==> src/rtl/output_slice_wrapper.sv <==
// Captures a wide word and streams it out one slice at a time on an arbitrated bus.
// A grant timeout backs off for one cycle before requesting again.
module output_slice_wrapper #(
    parameter int SLICE_W     = 8,
    parameter int NSLICE      = 4,
    parameter int GNT_TIMEOUT = 15
) (
    input  logic                      clk,
    input  logic                      rst,
    input  logic                      in_valid,
    input  logic [SLICE_W*NSLICE-1:0] in_data,
    output logic                      in_ready,
    input  logic                      gnt,
    input  logic                      out_acc,
    output logic                      request,
    output logic                      out_valid,
    output logic [SLICE_W-1:0]        out_data,
    output logic                      out_last,
    output logic                      out_sent,
    output logic [7:0]                retry_cnt
);

    localparam int IW = $clog2(NSLICE);

    localparam logic [1:0] S_IDLE    = 2'd0;
    localparam logic [1:0] S_REQ     = 2'd1;
    localparam logic [1:0] S_BACKOFF = 2'd2;
    localparam logic [1:0] S_XFER    = 2'd3;

    localparam logic [IW-1:0] LAST_IDX = IW'(NSLICE - 1);
    localparam logic [7:0]    TO_MAX   = 8'(GNT_TIMEOUT - 1);

    if (NSLICE < 2 || NSLICE > 16) begin : g_bad_nslice
        $error("NSLICE must be in 2..16");
    end
    if (GNT_TIMEOUT < 1 || GNT_TIMEOUT > 255) begin : g_bad_timeout
        $error("GNT_TIMEOUT must be in 1..255");
    end

    logic [1:0]                state, state_n;
    logic [SLICE_W*NSLICE-1:0] word;
    logic [IW-1:0]             idx, idx_n;
    logic [7:0]                tcnt, tcnt_n;
    logic                      load;
    logic                      retry_bump;
    logic                      is_last;

    logic [SLICE_W-1:0] slices [NSLICE];

    for (genvar k = 0; k < NSLICE; k++) begin : g_slice
        assign slices[k] = word[k*SLICE_W +: SLICE_W];
    end

    assign is_last  = (idx == LAST_IDX);
    assign out_data = slices[idx];

    always_comb begin
        state_n    = state;
        idx_n      = idx;
        tcnt_n     = tcnt;
        load       = 1'b0;
        retry_bump = 1'b0;
        in_ready   = 1'b0;
        request    = 1'b0;
        out_valid  = 1'b0;
        out_last   = 1'b0;
        out_sent   = 1'b0;
        case (state)
            S_IDLE: begin
                in_ready = 1'b1;
                tcnt_n   = 8'd0;
                if (in_valid) begin
                    load    = 1'b1;
                    idx_n   = '0;
                    state_n = S_REQ;
                end
            end
            S_REQ: begin
                request = 1'b1;
                // A grant arriving on the timeout cycle still wins.
                if (gnt) begin
                    state_n = S_XFER;
                    tcnt_n  = 8'd0;
                end else if (tcnt == TO_MAX) begin
                    state_n    = S_BACKOFF;
                    tcnt_n     = 8'd0;
                    retry_bump = 1'b1;
                end else begin
                    tcnt_n = tcnt + 8'd1;
                end
            end
            S_BACKOFF: begin
                state_n = S_REQ;
            end
            S_XFER: begin
                request   = 1'b1;
                out_valid = 1'b1;
                out_last  = is_last;
                if (out_acc) begin
                    if (is_last) begin
                        out_sent = 1'b1;
                        idx_n    = '0;
                        state_n  = S_IDLE;
                    end else begin
                        idx_n   = idx + 1'b1;
                        state_n = gnt ? S_XFER : S_REQ;
                    end
                end else if (!gnt) begin
                    // Preempted: keep idx so the word resumes where it stopped.
                    state_n = S_REQ;
                end
            end
            default: begin
                state_n = S_IDLE;
            end
        endcase
    end

    always_ff @(posedge clk or posedge rst) begin
        if (rst) begin
            state     <= S_IDLE;
            word      <= '0;
            idx       <= '0;
            tcnt      <= 8'd0;
            retry_cnt <= 8'd0;
        end else begin
            state <= state_n;
            idx   <= idx_n;
            tcnt  <= tcnt_n;
            if (load) begin
                word <= in_data;
            end
            if (retry_bump && retry_cnt != 8'hFF) begin
                retry_cnt <= retry_cnt + 8'd1;
            end
        end
    end

endmodule
==> config.mk <==
export PLATFORM = sky130hd
export DESIGN_NAME = output_slice_wrapper
export DESIGN_NICKNAME = d
export VERILOG_FILES = /design/src/rtl/output_slice_wrapper.sv
export SDC_FILE = /design/constraint.sdc
export NUM_CORES = 1
export LEC_CHECK = 0
export BUFFER_PORTS_ARGS = -buffer_cell sky130_fd_sc_hd__buf_4
export CORE_UTILIZATION = 39
export DETAILED_ROUTE_END_ITERATION = 6
export GPL_TIMING_DRIVEN = 0
export PLACE_DENSITY_LB_ADDON = 0.1
export SKIP_LAST_GASP = 1
export SYNTH_ARGS = -nofsm -noshare
export SYNTH_HDL_FRONTEND = slang
export SYNTH_SLANG_ARGS = --single-unit
==> constraint.sdc <==
create_clock -name clk -period 4.6 [get_ports clk]
set_input_delay 0.92 -clock clk [delete_from_list [all_inputs] [get_ports clk]]
set_output_delay 0.92 -clock clk [all_outputs]
set_load 0.1 [all_outputs]
==> impl_metrics.sql, run 1 <==
INSERT INTO impl_metrics (metric_group, metric, value, unit) VALUES
('clock_tree', 'cts_max_path_buffers', '2', ''),
('critical_path', 'critical_path_peak_fanout', '9', ''),
('synthesis', 'post_synth.cell_area_avg', '13.38', 'µm²'),
('clock_tree', 'clk_pin_slew', '0.09', 'ns'),
('min_path', 'timing.hold.worst.class', 'flop to flop', ''),
('power_and_ir_drop', 'ir_worst_vdd', '0.0005226', 'V'),
('critical_path', 'cell_class_contributing_the_biggest_share_of_worst_path_delay', 'buffers and inverters', ''),
('timing', 'crit_path_time_final', '2.910', 'ns'),
('critical_path', 'path_cells', 'clkbuf_1 -> mux4_2 -> buf_4', ''),
('clock_tree', 'depth_of_the_cts_h_tree', '2', ''),
('min_path', 'worst_hold_depth', '1', ''),
('synthesis', 'syn_area', '2462', 'µm²'),
('critical_path', 'crit_required', '3.68', 'ns'),
('finish', 'diodes', '0', ''),
('finish', 'finish.utilization', '0.5167', ''),
('critical_path', 'worst-r2r-cell-count', '5', ''),
('floorplanning', 'io_pins', '58', ''),
('finish', 'fillers', '577', ''),
('clock_tree', 'post_cts_hold_buffer_count', '0', ''),
('detailed_routing', 'routedWlPerCell', '14.95', 'µm'),
('critical_path', 'crit_buf_inv', '2', ''),
('power_and_ir_drop', 'power-per-cell-area', '730.5', 'nW/µm²'),
('floorplanning', 'floorplan.initialDensity', '0.4110', ''),
('power_and_ir_drop', 'power.share.combinational', '0.562', ''),
('finish', 'finalNonFillerCells', '324', ''),
('grt', 'initial_antenna_violation_count', '0', ''),
('synthesis', 'synth_ff_type', 'sky130_fd_sc_hd__dfrtp_1', ''),
('detailed_routing', 'drt_pre_antenna_iters', '3', ''),
('timing', 'rsz0062_at_grt', 'false', ''),
('detailed_routing', 'drt_drc_violations_left', '0', ''),
('status', 'run_status', 'complete, no violations', ''),
('floorplanning', 'design.die.area', '6636', 'µm²'),
('synthesis', 'ys_seq_area_frac', '0.5285', ''),
('detailed_routing', 'detail_route.vias_per_cell', '5.176', ''),
('clock_tree', 'total_number_of_clock_tree_sinks', '52', ''),
('clock_tree', 'cts.repair_timing.setup_buffer_count', '0', ''),
('place', 'io_buffers', '57', ''),
('timing', 'finalSetupViolCount', '0', ''),
('clock_tree', 'cts_made_buffers', '5', ''),
('timing', 'slew_violations', '0', ''),
('floorplanning', 'fp.dieW', '81.46', 'µm'),
('floorplanning', 'core_region_area', '5991', 'µm²'),
('timing', 'fin_crit_sh', '0.6325', ''),
('min_path', 'min-delay-start', 'word[30]', ''),
('grt', 'grt_overflow', '0', ''),
('critical_path', 'timing.rr.start', 'state[0]', ''),
('detailed_routing', 'finalWirelength', '4845', 'µm'),
('critical_path', 'critical_path_arrival', '1.99', 'ns'),
('clock_tree', 'post_cts_resize_count', '0', ''),
('power_and_ir_drop', 'p_leak', '1.437', 'nW'),
('finish', 'fraction_of_final_layout_cells_sized_beyond_drive_strength_1', '0.4779', ''),
('timing', 'fin_setup_tns', '0', 'ns'),
('power_and_ir_drop', 'cellInternalPower', '1.166', 'mW'),
('flow_run', 'maxCapViolCount', '0', ''),
('floorplanning', 'placement_rows', '28', ''),
('power_and_ir_drop', 'power.switching_fraction', '0.4842', ''),
('synthesis', 'syn-num-nets', '225', ''),
('place', 'place.detailed.instances', '317', ''),
('grt', 'grt_pass1_wl', '8148', 'µm'),
('power_and_ir_drop', 'p_switching', '1.095', 'mW'),
('synthesis', 'biggest_area_consumer_among_synthesized_cells', 'sky130_fd_sc_hd__dfrtp_1', ''),
('timing', 'max-slew-margin-rel', '0.5775', ''),
('synthesis', 'synth.top_cell.area_share', '0.5285', ''),
('synthesis', 'synth_async_sr_flop_share', '1.000', ''),
('grt', 'grt.met3_usage', '0.04444', ''),
('clock_tree', 'cts.root.buffer_cell', 'sky130_fd_sc_hd__clkbuf_8', ''),
('grt', 'grtUsageTotal', '0.1668', ''),
('floorplanning', 'fp.dieH', '81.46', 'µm'),
('synthesis', 'synthesis.instances', '184', ''),
('finish', 'layout_commonest_cell', 'sky130_fd_sc_hd__buf_4', ''),
('detailed_routing', 'routed-via-count', '1677', '');
## area by class of cell
type,instances,area share
multi-input combinational,119,0.3561
clock buffer,6,0.02668
buffer,9,0.01415
inverter,4,0.004850
sequential,52,0.4204
tap,75,0.03032
clock inverter,1,0.002829
timing repair buffer,58,0.1447
## how the worst max path moves through the flow
stage                       from           to  depth (start not counted)
final                     idx[1]  out_data[1]                          3
after global routing      idx[1]  out_data[1]                          3
after CTS                 idx[1]  out_data[1]                          3
after detailed placement  idx[1]  out_data[1]                          3
after global placement       rst     word[27]                          2
after floorplan           idx[0]     out_sent                          3
## cells in the mapped netlist (4+ instances only)
library cell,number
sky130_fd_sc_hd__buf_2,5
sky130_fd_sc_hd__nand2_1,9
sky130_fd_sc_hd__nand4_1,4
sky130_fd_sc_hd__ha_1,4
sky130_fd_sc_hd__a21oi_1,4
sky130_fd_sc_hd__nand3_1,5
sky130_fd_sc_hd__mux4_2,8
sky130_fd_sc_hd__o21ai_0,4
sky130_fd_sc_hd__mux2_2,34
sky130_fd_sc_hd__and2_1,5
sky130_fd_sc_hd__nor2_1,6
sky130_fd_sc_hd__xor2_1,4
sky130_fd_sc_hd__a31oi_1,4
sky130_fd_sc_hd__dfrtp_1,52
sky130_fd_sc_hd__inv_1,4
## worst reg2reg max path, delay by kind of cell, from the launching register on
family | cells | cell delay (ns)
flops | 1 | 0.45
mux | 1 | 0.38
simple gates | 2 | 0.33
buf+inv | 2 | 0.50
## metal layers
metal | wire, µm | part of all wire | vias to the layer above
met4 | 65 | 0.013 | 0
met3 | 237 | 0.049 | 6
li1 | - | - | 801
met1 | 2285 | 0.47 | 831
met2 | 2256 | 0.47 | 39
met5 | 0 | 0 | -
## stage by stage
stage          instance area, µm²  power (mW)
6_report                     3095       2.261
3_3_place_gp                 2984       2.003
4_1_cts                      3095       2.288
2_1_floorplan                2462       1.762
5_1_grt                      3095       2.392
3_5_place_dp                 3004       2.019
## kinds of logic after synthesis
kind of cell	synth area share
buffers and inverters	0.02388
flip-flops	0.5285
AO/OA/AOI/OAI	0.06301
XOR/XNOR	0.01778
multiplexers	0.2368
adder cells (fa/ha/maj)	0.02033
AND/OR/NAND/NOR	0.1098
## power by group through the flow
stage          clock [mW]  sequential (mW)  combinational [mW]
2_1_floorplan           0            0.704                1.06
3_3_place_gp            0            0.733                1.27
3_5_place_dp            0            0.738                1.28
4_1_cts             0.276            0.727                1.28
5_1_grt             0.295            0.756                1.34
6_report            0.265            0.725                1.27
## flip-flops by register name (all words and copies together), names as in the netlist
register,count
tcnt,8
word,32
retry_cnt,8
idx,2
state,2
No activity file was read; power rests on OpenSTA's default activity.
==> run 2, diff against run 1 <==
==> constraint.sdc (replaced) <==
create_clock -name clk -period 2.6 [get_ports clk]
set_input_delay 0.52 -clock clk [delete_from_list [all_inputs] [get_ports clk]]
set_output_delay 0.52 -clock clk [all_outputs]
set_load 0.1 [all_outputs]
==> impl_metrics.sql, run 2 (synthesis gave the netlist of run 1 again) <==
INSERT INTO impl_metrics (metric_group, metric, value, unit) VALUES
('finish', 'diodes', '0', ''),
('detailed_routing', 'detail_route.vias_per_cell', '5.135', ''),
('place', 'globalplace.congestion', '0.7566', ''),
('detailed_routing', 'drtAntennaViolNets', '0', ''),
('min_path', 'timing.hold.worst.class', 'input port to async pin', ''),
('floorplanning', 'placement_rows', '28', ''),
('power_and_ir_drop', 'p_switching', '1.952', 'mW'),
('grt', 'initial_antenna_violation_count', '0', ''),
('detailed_routing', 'drt_pre_antenna_iters', '4', ''),
('power_and_ir_drop', 'totalPowerFinal', '4.022', 'mW'),
('place', 'io_buffers', '57', ''),
('floorplanning', 'floorplan.initialDensity', '0.4110', ''),
('timing', 'rsz0062_at_grt', 'false', ''),
('finish', 'largestRegisters', 'word: 32 flops, retry_cnt: 8 flops, tcnt: 8 flops', ''),
('critical_path', 'critical_path_peak_fanout', '10', ''),
('grt', 'grtUsageTotal', '0.1643', ''),
('timing', 'skew', '0.004673', 'ns'),
('timing', 'slew_violations', '0', ''),
('flow_run', 'maxCapViolCount', '0', ''),
('grt', 'grt_pass1_vias', '1645', ''),
('power_and_ir_drop', 'power-per-cell-area', '1296', 'nW/µm²'),
('place', 'dp_hpwl', '3565', 'µm'),
('timing', 'fin_crit_sh', '0.8804', ''),
('critical_path', 'timing.critical_path.to_type', 'primary output', ''),
('clock_tree', 'clk_pin_slew', '0.09', 'ns'),
('clock_tree', 'clkLatencyLatePin', '0.30', 'ns'),
('critical_path', 'cp-start-kind', 'flop', ''),
('detailed_routing', 'finalWirelength', '4877', 'µm'),
('finish', 'layout_commonest_cell', 'sky130_fd_sc_hd__buf_4', ''),
('power_and_ir_drop', 'p_leak', '1.438', 'nW'),
('clock_tree', 'cts_max_path_buffers', '2', ''),
('finish', 'registers.top_by_ff_count', 'word', ''),
('finish', 'layout-area-overhead-vs-synth', '26.02', '%'),
('grt', 'grt_pass1_wl', '8059', 'µm'),
('timing', 'max-slew-margin-rel', '0.7328', ''),
('clock_tree', 'cts.root.buffer_cell', 'sky130_fd_sc_hd__clkbuf_8', ''),
('critical_path', 'critical_path_arrival', '1.77', 'ns'),
('clock_tree', 'depth_of_the_cts_h_tree', '2', ''),
('floorplanning', 'io_pins', '58', ''),
('detailed_routing', 'routedWlPerCell', '15.01', 'µm'),
('timing', 'fin_setup_tns', '0', 'ns'),
('finish', 'max_reg_flops', '32', ''),
('floorplanning', 'design.die.area', '6636', 'µm²'),
('power_and_ir_drop', 'pwr-share-seq', '0.321', ''),
('critical_path', 'crit_required', '2.08', 'ns'),
('grt', 'grt_start_max_net_pins', '41', ''),
('detailed_routing', 'drt-initial-drc-count', '59', ''),
('power_and_ir_drop', 'power.share.combinational', '0.560', ''),
('timing', 'fmax', '436.8', 'MHz'),
('clock_tree', 'cts_tree', 'done', ''),
('finish', 'most-common-layout-cells', '58 x sky130_fd_sc_hd__buf_4, 52 x sky130_fd_sc_hd__dfrtp_1, 34 x sky130_fd_sc_hd__mux2_2', ''),
('power_and_ir_drop', 'power.switching_fraction', '0.4854', ''),
('clock_tree', 'cts_made_buffers', '5', ''),
('status', 'run_status', 'complete, no violations', ''),
('floorplanning', 'core_region_area', '5991', 'µm²'),
('floorplanning', 'fp.dieH', '81.46', 'µm'),
('detailed_routing', 'routed-via-count', '1669', ''),
('floorplanning', 'fp.dieW', '81.46', 'µm'),
('timing', 'crit_path_time_final', '2.289', 'ns'),
('timing', 'final_hold_viol_count', '0', ''),
('detailed_routing', 'drt_drc_violations_left', '0', ''),
('grt', 'grt_overflow', '0', ''),
('clock_tree', 'total_number_of_clock_tree_sinks', '52', ''),
('power_and_ir_drop', 'ir_worst_vdd', '0.0008907', 'V'),
('power_and_ir_drop', 'cellInternalPower', '2.070', 'mW'),
('timing', 'finalSetupViolCount', '0', ''),
('timing', 'tightestPinTransition', '0.4009', 'ns'),
('critical_path', 'critical_path_class', 'flop to primary output', ''),
('power_and_ir_drop', 'power.share.clock', '0.119', ''),
('finish', 'layout.nets', '290', ''),
('finish', 'finish.utilization', '0.5180', ''),
('finish', 'fraction_of_final_layout_cells_sized_beyond_drive_strength_1', '0.4880', '');
[run 2: cell count changes in the layout (fill, tap and decap cells not counted), sizes merged]
| cell | before | now |
|---|---|---|
| clkbuf | 9 | 10 |
| clkinv | 1 | 0 |
| clkinvlp | 0 | 1 |
[run 2: path summary, 6_finish.rpt]
check | startpoint | end | slack (ns) | cells after the start
max | idx[0] | out_data[5] | 0.31 | 3
min | rst | tcnt[3] | 0.16 | 2
max reg2reg | tcnt[0] | retry_cnt[1] | 0.82 | 6
min reg2reg | word[20] | word[20] | 0.51 | 1
max in group asynchronous | rst | idx[0] | 1.94 | 3
min in group clk | in_data[2] | word[2] | 0.44 | 2
[run 2: layout make-up]
class                   instances  area, µm²
well taps                      75      93.84
multi-input cells             119       1106
clock buffers                   7      86.33
plain buffers                   9      45.04
clock inverters                 1      7.507
flip-flops and latches         52       1301
fillers                       555       2888
inverters                       4      15.01
repair buffers                 58      447.9
[run 2: worst max-delay path: stages (launching register included)]
cell and delay, ns:
sky130_fd_sc_hd__dfrtp_1 0.35, sky130_fd_sc_hd__buf_2 0.31, sky130_fd_sc_hd__mux4_2 0.56, sky130_fd_sc_hd__buf_4 0.25
[run 2: power groups by stage]
stage	clock network (mW)	logic (mW)	registers, mW
CTS	0.501	2.27	1.29
detailed placement	0	2.27	1.31
global placement	0	2.25	1.30
global route	0.529	2.37	1.33
finish	0.480	2.25	1.29
floorplan	0	1.87	1.25
[run 2: routing by layer]
| metal | part of all wire | GRT usage |
|---|---|---|
| met5 | 0 | 0 |
| met4 | 0.012 | 0.05357 |
| met3 | 0.062 | 0.04556 |
| met2 | 0.43 | 0.2375 |
| met1 | 0.49 | 0.2370 |
[run 2: metrics by stage]
step | hold WS [ns] | setup WS (ns) | instances | cell area (µm²)
floorplan | 0.4752 | 0.1568 | 184 | 2466
global placement | 0.4835 | 0.05951 | 316 | 2988
detailed placement | 0.4923 | 0.4031 | 317 | 3008
CTS | 0.1640 | 0.05169 | 325 | 3102
global route | 0.1721 | 0.2090 | 325 | 3103
finish | 0.1612 | 0.3109 | 325 | 3103
[run 2: what timing repair did]
item                                    4_1_cts  5_1_grt
hold buffers                                  0        0
resized for setup                             0        2
setup buffers                                 0        0
endpoints found under the setup margin        0        1
